--- src/rtl/ro_pkg.sv ---
// Shared constants and state encoding for the row readout sequencer.
package ro_pkg;

    localparam int unsigned NUM_ROW       = 320;
    localparam int unsigned ROW_W         = 9;
    localparam int unsigned CNT_W         = 16;
    localparam int unsigned STALL_TIMEOUT = 65535;

    typedef enum logic [2:0] {
        IDLE,
        SEL,
        SHR,
        SHS,
        CONV,
        WAIT_FIFO,
        NEXT,
        DONE
    } ro_state_t;

endpackage

--- src/rtl/ro_phase_timer.sv ---
// Loadable phase down-counter; a zero duration is stretched to one cycle.
// done is registered and is high on the final cycle of the loaded duration.
module ro_phase_timer #(
    parameter int unsigned CNT_W = ro_pkg::CNT_W
) (
    input  logic             CLKM,
    input  logic             rst,
    input  logic             load,
    input  logic [CNT_W-1:0] load_val,
    output logic             done
);
    import ro_pkg::*;

    logic [CNT_W-1:0] cnt;
    logic [CNT_W-1:0] ld_val_c;

    assign ld_val_c = (load_val == '0) ? CNT_W'(1) : load_val;

    always_ff @(posedge CLKM) begin
        if (rst) begin
            cnt  <= '0;
            done <= 1'b0;
        end else if (load) begin
            cnt  <= ld_val_c;
            done <= (ld_val_c == CNT_W'(1));
        end else if (cnt > CNT_W'(1)) begin
            cnt  <= cnt - CNT_W'(1);
            done <= (cnt == CNT_W'(2));
        end
    end

endmodule

--- src/rtl/readout_sequencer.sv ---
// Row-by-row readout controller: strobes every row, hands rows to the FIFO.
// Optional stall timeout in WAIT_FIFO enabled by RO_STALL_TIMEOUT_EN.
module readout_sequencer #(
    parameter int unsigned NUM_ROW = ro_pkg::NUM_ROW,
    parameter int unsigned ROW_W   = ro_pkg::ROW_W,
    parameter int unsigned CNT_W   = ro_pkg::CNT_W
) (
    input  logic             CLKM,
    input  logic             rst,
    input  logic             trigger_i,
    output logic             re_busy,
    input  logic [CNT_W-1:0] Tsel,
    input  logic [CNT_W-1:0] Tsh,
    input  logic [CNT_W-1:0] Tconv,
    input  logic             fifo_ready,
    output logic             row_valid,
    output logic [ROW_W-1:0] ROWADD_RO,
    output logic             PIXSEL,
    output logic             SH_RST,
    output logic             SH_SIG,
    output logic             ADC_CONV,
    output logic [31:0]      frame_cnt,
    output logic             overflow
);
    import ro_pkg::*;

    localparam logic [ROW_W-1:0] LAST_ROW = ROW_W'(NUM_ROW - 1);

    ro_state_t        state;
    logic             tmr_load_c;
    logic [CNT_W-1:0] tmr_val_c;
    logic             tmr_done;
    logic             last_row_c;

`ifdef RO_STALL_TIMEOUT_EN
    logic [15:0]      stall_cnt;
`endif

    assign last_row_c = (ROWADD_RO == LAST_ROW);

    ro_phase_timer #(.CNT_W(CNT_W)) u_timer (
        .CLKM     (CLKM),
        .rst      (rst),
        .load     (tmr_load_c),
        .load_val (tmr_val_c),
        .done     (tmr_done)
    );

    // Durations are sampled only on the edge that enters a timed phase.
    always_comb begin
        tmr_load_c = 1'b0;
        tmr_val_c  = Tsel;
        case (state)
            IDLE: tmr_load_c = trigger_i;
            SEL:  begin tmr_load_c = tmr_done; tmr_val_c = Tsh;   end
            SHR:  begin tmr_load_c = tmr_done; tmr_val_c = Tsh;   end
            SHS:  begin tmr_load_c = tmr_done; tmr_val_c = Tconv; end
            NEXT: tmr_load_c = !last_row_c;
            default: ;
        endcase
    end

    // Strobes are driven from the edge that enters each state, so all are registered.
    always_ff @(posedge CLKM) begin
        if (rst) begin
            state     <= IDLE;
            re_busy   <= 1'b0;
            row_valid <= 1'b0;
            ROWADD_RO <= '0;
            PIXSEL    <= 1'b0;
            SH_RST    <= 1'b0;
            SH_SIG    <= 1'b0;
            ADC_CONV  <= 1'b0;
            frame_cnt <= '0;
            overflow  <= 1'b0;
`ifdef RO_STALL_TIMEOUT_EN
            stall_cnt <= '0;
`endif
        end else begin
            row_valid <= 1'b0;
            case (state)
                IDLE: if (trigger_i) begin
                    state     <= SEL;
                    re_busy   <= 1'b1;
                    PIXSEL    <= 1'b1;
                    ROWADD_RO <= '0;
                end
                SEL: if (tmr_done) begin
                    state  <= SHR;
                    SH_RST <= 1'b1;
                end
                SHR: if (tmr_done) begin
                    state  <= SHS;
                    SH_RST <= 1'b0;
                    SH_SIG <= 1'b1;
                end
                SHS: if (tmr_done) begin
                    state    <= CONV;
                    SH_SIG   <= 1'b0;
                    PIXSEL   <= 1'b0;
                    ADC_CONV <= 1'b1;
                end
                CONV: if (tmr_done) begin
                    state    <= WAIT_FIFO;
                    ADC_CONV <= 1'b0;
`ifdef RO_STALL_TIMEOUT_EN
                    stall_cnt <= '0;
`endif
                end
                WAIT_FIFO: begin
                    if (fifo_ready) begin
                        state     <= NEXT;
                        row_valid <= 1'b1;
                    end
`ifdef RO_STALL_TIMEOUT_EN
                    else if (stall_cnt == 16'(STALL_TIMEOUT - 1)) begin
                        state    <= NEXT;
                        overflow <= 1'b1;
                    end else begin
                        stall_cnt <= stall_cnt + 16'd1;
                    end
`endif
                end
                NEXT: begin
                    if (last_row_c) begin
                        state     <= DONE;
                        re_busy   <= 1'b0;
                        frame_cnt <= frame_cnt + 32'd1;
                    end else begin
                        state     <= SEL;
                        PIXSEL    <= 1'b1;
                        ROWADD_RO <= ROWADD_RO + ROW_W'(1);
                    end
                end
                DONE: if (!trigger_i) state <= IDLE;
                default: state <= IDLE;
            endcase
        end
    end

endmodule

--- config.mk ---
export PLATFORM = sky130hd
export DESIGN_NAME = readout_sequencer
export DESIGN_NICKNAME = d
export VERILOG_FILES = /design/src/rtl/ro_pkg.sv /design/src/rtl/ro_phase_timer.sv /design/src/rtl/readout_sequencer.sv
export SDC_FILE = /design/constraint.sdc
export NUM_CORES = 1
export LEC_CHECK = 0
export ABC_AREA = 1
export CAP_MARGIN = 10
export CORE_MARGIN = 2
export CORE_UTILIZATION = 33
export DETAILED_ROUTE_END_ITERATION = 10
export PLACE_DENSITY = 0.56
export SETUP_SLACK_MARGIN = 0.02
export SLEW_MARGIN = 20
export SYNTH_ARGS = -nofsm -noshare
export SYNTH_HDL_FRONTEND = slang
export SYNTH_SLANG_ARGS = --single-unit
--- constraint.sdc ---
create_clock -name CLKM -period 5.15 [get_ports CLKM]
set_clock_uncertainty 0.2 [all_clocks]
set_input_delay 0.515 -clock CLKM [delete_from_list [all_inputs] [get_ports CLKM]]
set_output_delay 0.515 -clock CLKM [all_outputs]
set_load 0.05 [all_outputs]
After elaboration in Yosys (flattened, before gate mapping)
Cells that the tools add are included.
Widths: inputs -> output; s select.
{"block": "op_classes", "n_bitwise": 1, "reduce_logical": 20, "order_cmp": 1, "addsub": 3, "muxes": 30, "n_eq_ne": 19}
{"cell": "$mux 16", "n": 3}
{"cell": "$add 32x1->32 const B", "n": 1}
{"cell": "$pmux 16 s2", "n": 1}
{"cell": "$mux 3", "n": 8}
{"cell": "$pmux 3 s8", "n": 1}
{"cell": "$mux 9", "n": 2}
{"cell": "$pmux 9 s2", "n": 1}
{"cell": "$eq 16x1->1 const B", "n": 1}
{"cell": "$eq 16x2->1 const B", "n": 1}
{"cell": "$gt 16x1->1 const B", "n": 1}
{"cell": "$logic_not 16->1", "n": 1}
{"cell": "$sub 16x1->16 const B", "n": 1}
{"cell": "$reduce_and 3->1", "n": 5}
{"cell": "$eq 3x3->1 const B", "n": 4}
{"cell": "$ne 2x2->1 const B", "n": 5}
{"cell": "$reduce_bool 2->1", "n": 5}
{"cell": "$add 9x1->9 const B", "n": 1}
{"cell": "$eq 9x9->1 const B", "n": 1}
{"cell": "$mux 1", "n": 8}
{"cell": "$ne 2x1->1 const B", "n": 4}
{"cell": "$pmux 1 s2", "n": 4}
{"cell": "$reduce_and 7->1", "n": 1}
{"cell": "$eq 3x2->1 const B", "n": 2}
{"cell": "$pmux 1 s3", "n": 2}
{"cell": "9 further kinds", "n": 10}
{"block": "word_totals", "output_inout_bits": 48, "elab_cells": 85, "inputBits": 52, "register_bits": 67}

Longest topological paths before layout
{"block": "depth", "ltp_word": 7, "ltp_mapped": 14, "ltp_nobuf": 13}

By module
From an unflattened synthesis, not the netlist that was laid out.
{"block": "hier_totals", "hier_cells": 745, "area_unflattened_um2": 4451.8}
{"mod": "readout_sequencer", "cells_each": 525, "seq_area_each_um2": 1001.0, "area_per_inst_um2": 3123.0, "n_inst": 1}
{"mod": "ro_phase_timer", "cells_each": 220, "seq_area_each_um2": 340.3, "area_per_inst_um2": 1328.8, "n_inst": 1}

Least setup slack after synthesis
Ideal clock, no wire load.
{"block": "synth_path", "path_kind": "reg-to-reg", "from": "register ROWADD_RO[4]", "to": "register frame_cnt[17]", "arrival_time_ns": 1.998, "setup_time_ns": 0.128, "path_stages_with_launch": 12, "period_less_slack_ns": 2.325, "path_slack_ns": 2.825, "t_required_ns": 4.822, "n_path_buf": 0, "path_cell_list": "dfxtp_1 -> nand2_1 -> nor2_2 -> nand4_1 -> nor2_4 -> nand2_2 -> nor2_4 -> nand2_2 -> nor2_4 -> nand4_1 -> nand2_1 -> nor2_1"}
{"block": "synth_via", "elab_chain_cells": 2}
{"item": "start: declaration", "line_no": "readout_sequencer.sv:17", "text": "output logic [ROW_W-1:0] ROWADD_RO,"}
{"item": "start signal: assignment", "line_no": "readout_sequencer.sv:132", "text": "ROWADD_RO <= ROWADD_RO + ROW_W'(1);"}
{"item": "$eq 9x9->1", "line_no": "readout_sequencer.sv:39", "text": "assign last_row_c = (ROWADD_RO == LAST_ROW);"}
{"item": "$reduce_and 2->1 (no line)"}
{"item": "end signal: assignment", "line_no": "readout_sequencer.sv:128", "text": "frame_cnt <= frame_cnt + 32'd1;"}
{"item": "end: declaration", "line_no": "readout_sequencer.sv:22", "text": "output logic [31:0] frame_cnt,"}
No other way between the ends.
A chain may end at the register's enable or synchronous reset.

Worst setup path in the final report
{"block": "layout_path", "from": "register state[0]", "to": "register u_timer.cnt[4]"}
{"block": "layout_via", "elab_chain_cells": 6, "elab_cells_between_ends": 13, "classes_between": "4 x eq/ne; 4 x mux; 5 x reduce/logical"}
{"item": "start: declaration", "line_no": "readout_sequencer.sv:29", "text": "ro_state_t state;"}
{"item": "start signal: assignment", "line_no": "readout_sequencer.sv:66", "text": "state <= IDLE;"}
{"item": "start signal: assignment", "line_no": "readout_sequencer.sv:83", "text": "state <= SEL;"}
{"item": "start signal: assignment", "line_no": "readout_sequencer.sv:89", "text": "state <= SHR;"}
{"item": "$eq 3x2->1 or $eq 3x1->1 (tied branches)", "line_no": "readout_sequencer.sv:53", "text": "case (state)"}
{"item": "$reduce_or 2->1 (no line)"}
{"item": "$pmux 16 s2", "line_no": "readout_sequencer.sv:53"}
{"item": "$logic_not 16->1", "line_no": "ro_phase_timer.sv:17", "text": "assign ld_val_c = (load_val == '0) ? CNT_W'(1) : load_val;"}
{"item": "$mux 16", "line_no": "ro_phase_timer.sv:17"}
{"item": "$mux 16", "line_no": "ro_phase_timer.sv:23", "text": "end else if (load) begin"}
{"item": "end signal: assignment", "line_no": "ro_phase_timer.sv:24", "text": "cnt <= ld_val_c;"}
{"item": "end signal: assignment", "line_no": "ro_phase_timer.sv:27", "text": "cnt <= cnt - CNT_W'(1);"}
{"item": "end: declaration", "line_no": "ro_phase_timer.sv:14", "text": "logic [CNT_W-1:0] cnt;"}
Parallel ways exist; a longest one is shown, timed or not.

==> results.cfg <==
[layout]
layout.area.seq_sq_mm = 0.00134
area_delta_synth_final_pct = 31.5
fin_util_pct = 44.5
drive_above_1_share_pct = 5.19
num_antenna_cells = 0
n_fill_cell = 1347
fin_nets = 823
multiInputGateArea_sq_mm = 0.00257

[place]
place_hpwl_mm = 10.1
routabilityCongestion = 0.909
portBuffers = 98

[power]
p_int_uw = 1210
p_leak_uw = 0.00214
p_per_area_mw_per_mm2 = 367
p_sw_share_pct = 41.4
vdd_drop_max_mv = 0.177
pwr-share-seq_pct = 33.1
pwr-share-comb_pct = 40.3
clockPowerShare_pct = 26.6
net-switching-power_uw = 856
total_power_uw = 2070

[sta]
finalCriticalPeriod_ns = 3.48
slew_violations = 0
setup_viol = 0
max_freq_ghz = 0.288
hold_violations = 0
slew_headroom_pct = 35.4
tightest_slew_ns = 0.969
worst_hold_slack_ns = 0.260
fin_crit_sh_pct = 67.5
tns_ns = 0
rsz0062_at_grt = false

[cts]
cts-htree-levels = 3
cts_buffers = 9
post_cts_buffers = 0
ctsResizeCount = 0
clkTransAtPathRegs_ns = 0.05
clock_sinks = 67
ctsHoldBuffers = 0
clockBufferDepth = 2
clk_root_buffer_cell = clkbuf_16
cts_tree = yes
clk_latency_ns = 0.34

[detailed_routing]
wl_per_cell_microns = 13.7
drc = 0
drtIter0Drc = 294
ant_nets = 0
viasPerCell = 4.87
vias = 4595
drtPass1Iterations = 4
wl_mm = 12.9

[logic_synthesis]
netlist_instances = 678
syn_avg_cell_area_sq_um = 6.33
ys_types = 40
synth-seq-cells = 67
synth-seq-area-share_pct = 31.3
yosys_warnings = 0
async_reset_ff_share_pct = 0
syn-cell-area_sq_mm = 0.00429
syn_nets = 735
synth-edff-count = 0
synth_flop_cell = dfxtp_1

[worst_setup_path]
critPathArrivalTime_ns = 3.51
start_kind = flip-flop
slowest_delay_ns = 0.64
path_cells = nor2_2 -> nor2_2 -> inv_1 -> o21ai_0 -> inv_1 -> nand2_1 -> buf_4 -> nor2_1 -> nand2_1 -> o21ai_0 -> a211oi_1
cp.required_ns = 5.19
critPathTopFamily = simple AND/OR/NAND/NOR gates
crit_type = flip-flop to flip-flop
cp_num_buf_inv = 3
cp-end-kind = flip-flop
crit_fanout = 29
crit_slowest_cell = dfxtp_1

[global_route]
grt_start_max_net_pins = 49
first_global_vias = 4532
track_usage_pct = 19.3
grt_pass1_wl_mm = 21.7
overflow = 0
antenna_found_initial = 0

[die]
fp-row-count = 41
die_x_microns = 118
ioPinCount = 100
start_util_pct = 33.9
die_y_microns = 118
core_area_sq_mm = 0.0127
die_area_sq_mm = 0.0139

[outcome]
status = finished, final reports clean

[job]
cap_violations = 0

[worst_hold_path]
min_path_type = flip-flop to flip-flop
-- cell usage after synthesis (3+ instances only) --
cell type	number	area share [%]
a211oi_1	10	1.7
a21oi_1	42	4.9
buf_2	9	1.0
buf_4	3	0.52
clkbuf_1	10	0.87
dfxtp_1	67	31
ha_1	5	1.5
inv_1	68	5.9
inv_2	3	0.26
nand2_1	194	17
nand3_1	42	4.9
nand4_1	19	2.8
nor2_1	76	6.6
nor2_2	3	0.44
nor2_4	3	0.79
nor3_1	23	2.7
nor3_2	4	0.93
nor3b_1	3	0.52
nor4_1	6	0.87
o21ai_0	31	3.6
or2_2	5	0.73
xnor2_1	11	2.2
xor2_1	17	3.5
-- cell type report --
cell class              count  share of cell area (%)
clock inverters             3                   0.266
multi-input cells         516                    45.6
inverters                  72                    4.79
clock buffers              13                    4.26
flip-flops and latches     67                    23.8
well taps                 172                    3.81
repair buffers            100                    17.6
-- metrics by stage --
step	instances	worst slack [ns]	area, sq um
finish	943	1.67	5640
floorplan	678	2.82	4290
CTS	943	1.66	5640
global route	943	1.22	5640
detailed placement	927	1.67	5390
global placement	927	1.88	5390
-- cells in the final DEF, fill, tap and decap left out, types with 6 or more instances in the layout --
| cell | count |
|---|---|
| clkdlybuf4s50_1 | 97 |
| nand4_1 | 19 |
| nand3_1 | 42 |
| nor3_1 | 23 |
| xor2_1 | 17 |
| xnor2_1 | 11 |
| nand2_1 | 194 |
| o21ai_0 | 31 |
| nor4_1 | 6 |
| dfxtp_1 | 67 |
| nor2_1 | 76 |
| a21oi_1 | 42 |
| clkbuf_16 | 9 |
| inv_1 | 68 |
| a211oi_1 | 10 |
-- worst register-to-register path: stages, from the launching register on --
cell      delay [ns]
dfxtp_1         0.64
nor2_2          0.09
nor2_2          0.64
inv_1           0.37
o21ai_0         0.25
inv_1           0.06
nand2_1         0.05
buf_4           0.27
nor2_1          0.08
nand2_1         0.35
o21ai_0         0.17
a211oi_1        0.21
-- state kept, by name, indices dropped and copies added (netlist names) --
name	count
SH_RST	1
state	3
u_timer.done	1
ROWADD_RO	9
SH_SIG	1
re_busy	1
u_timer.cnt	16
ADC_CONV	1
row_valid	1
PIXSEL	1
frame_cnt	32
-- routing by layer --
layer,vias to the layer above,part of all wire [%],GRT usage (%)
li1,2387,-,-
met1,2042,44,22.8
met2,138,49,33.9
met3,28,4.6,3.34
met4,0,2.7,8.89
met5,-,0,0
-- power groups by stage --
stage	Sequential (uW)	Combinational, uW	Clock [uW]
2_1_floorplan	689	628	0
3_3_place_gp	691	818	0
3_5_place_dp	694	832	0
4_1_cts	684	837	562
5_1_grt	696	953	589
6_report	685	834	550
-- worst paths after layout --
check / from / cells after the start / to / slack [ns]
setup / recovery: state[0] / 11 / u_timer.cnt[4] / 1.67
hold / removal: PIXSEL / 2 / PIXSEL / 0.26
setup reg to reg: state[0] / 11 / u_timer.cnt[4] / 1.67
hold reg to reg: PIXSEL / 2 / PIXSEL / 0.26
-- kinds of logic after synthesis --
group | after synthesis | share of synthesized area (%)
fa+ha+maj | 5 | 1.46
compound gates | 94 | 12.2
simple gates | 388 | 40.4
xor+xnor | 28 | 5.71
buf+inv | 95 | 8.83
flops | 67 | 31.3
other cells | 1 | 0.0874
Note: power is estimated with default switching activity, not from simulation.
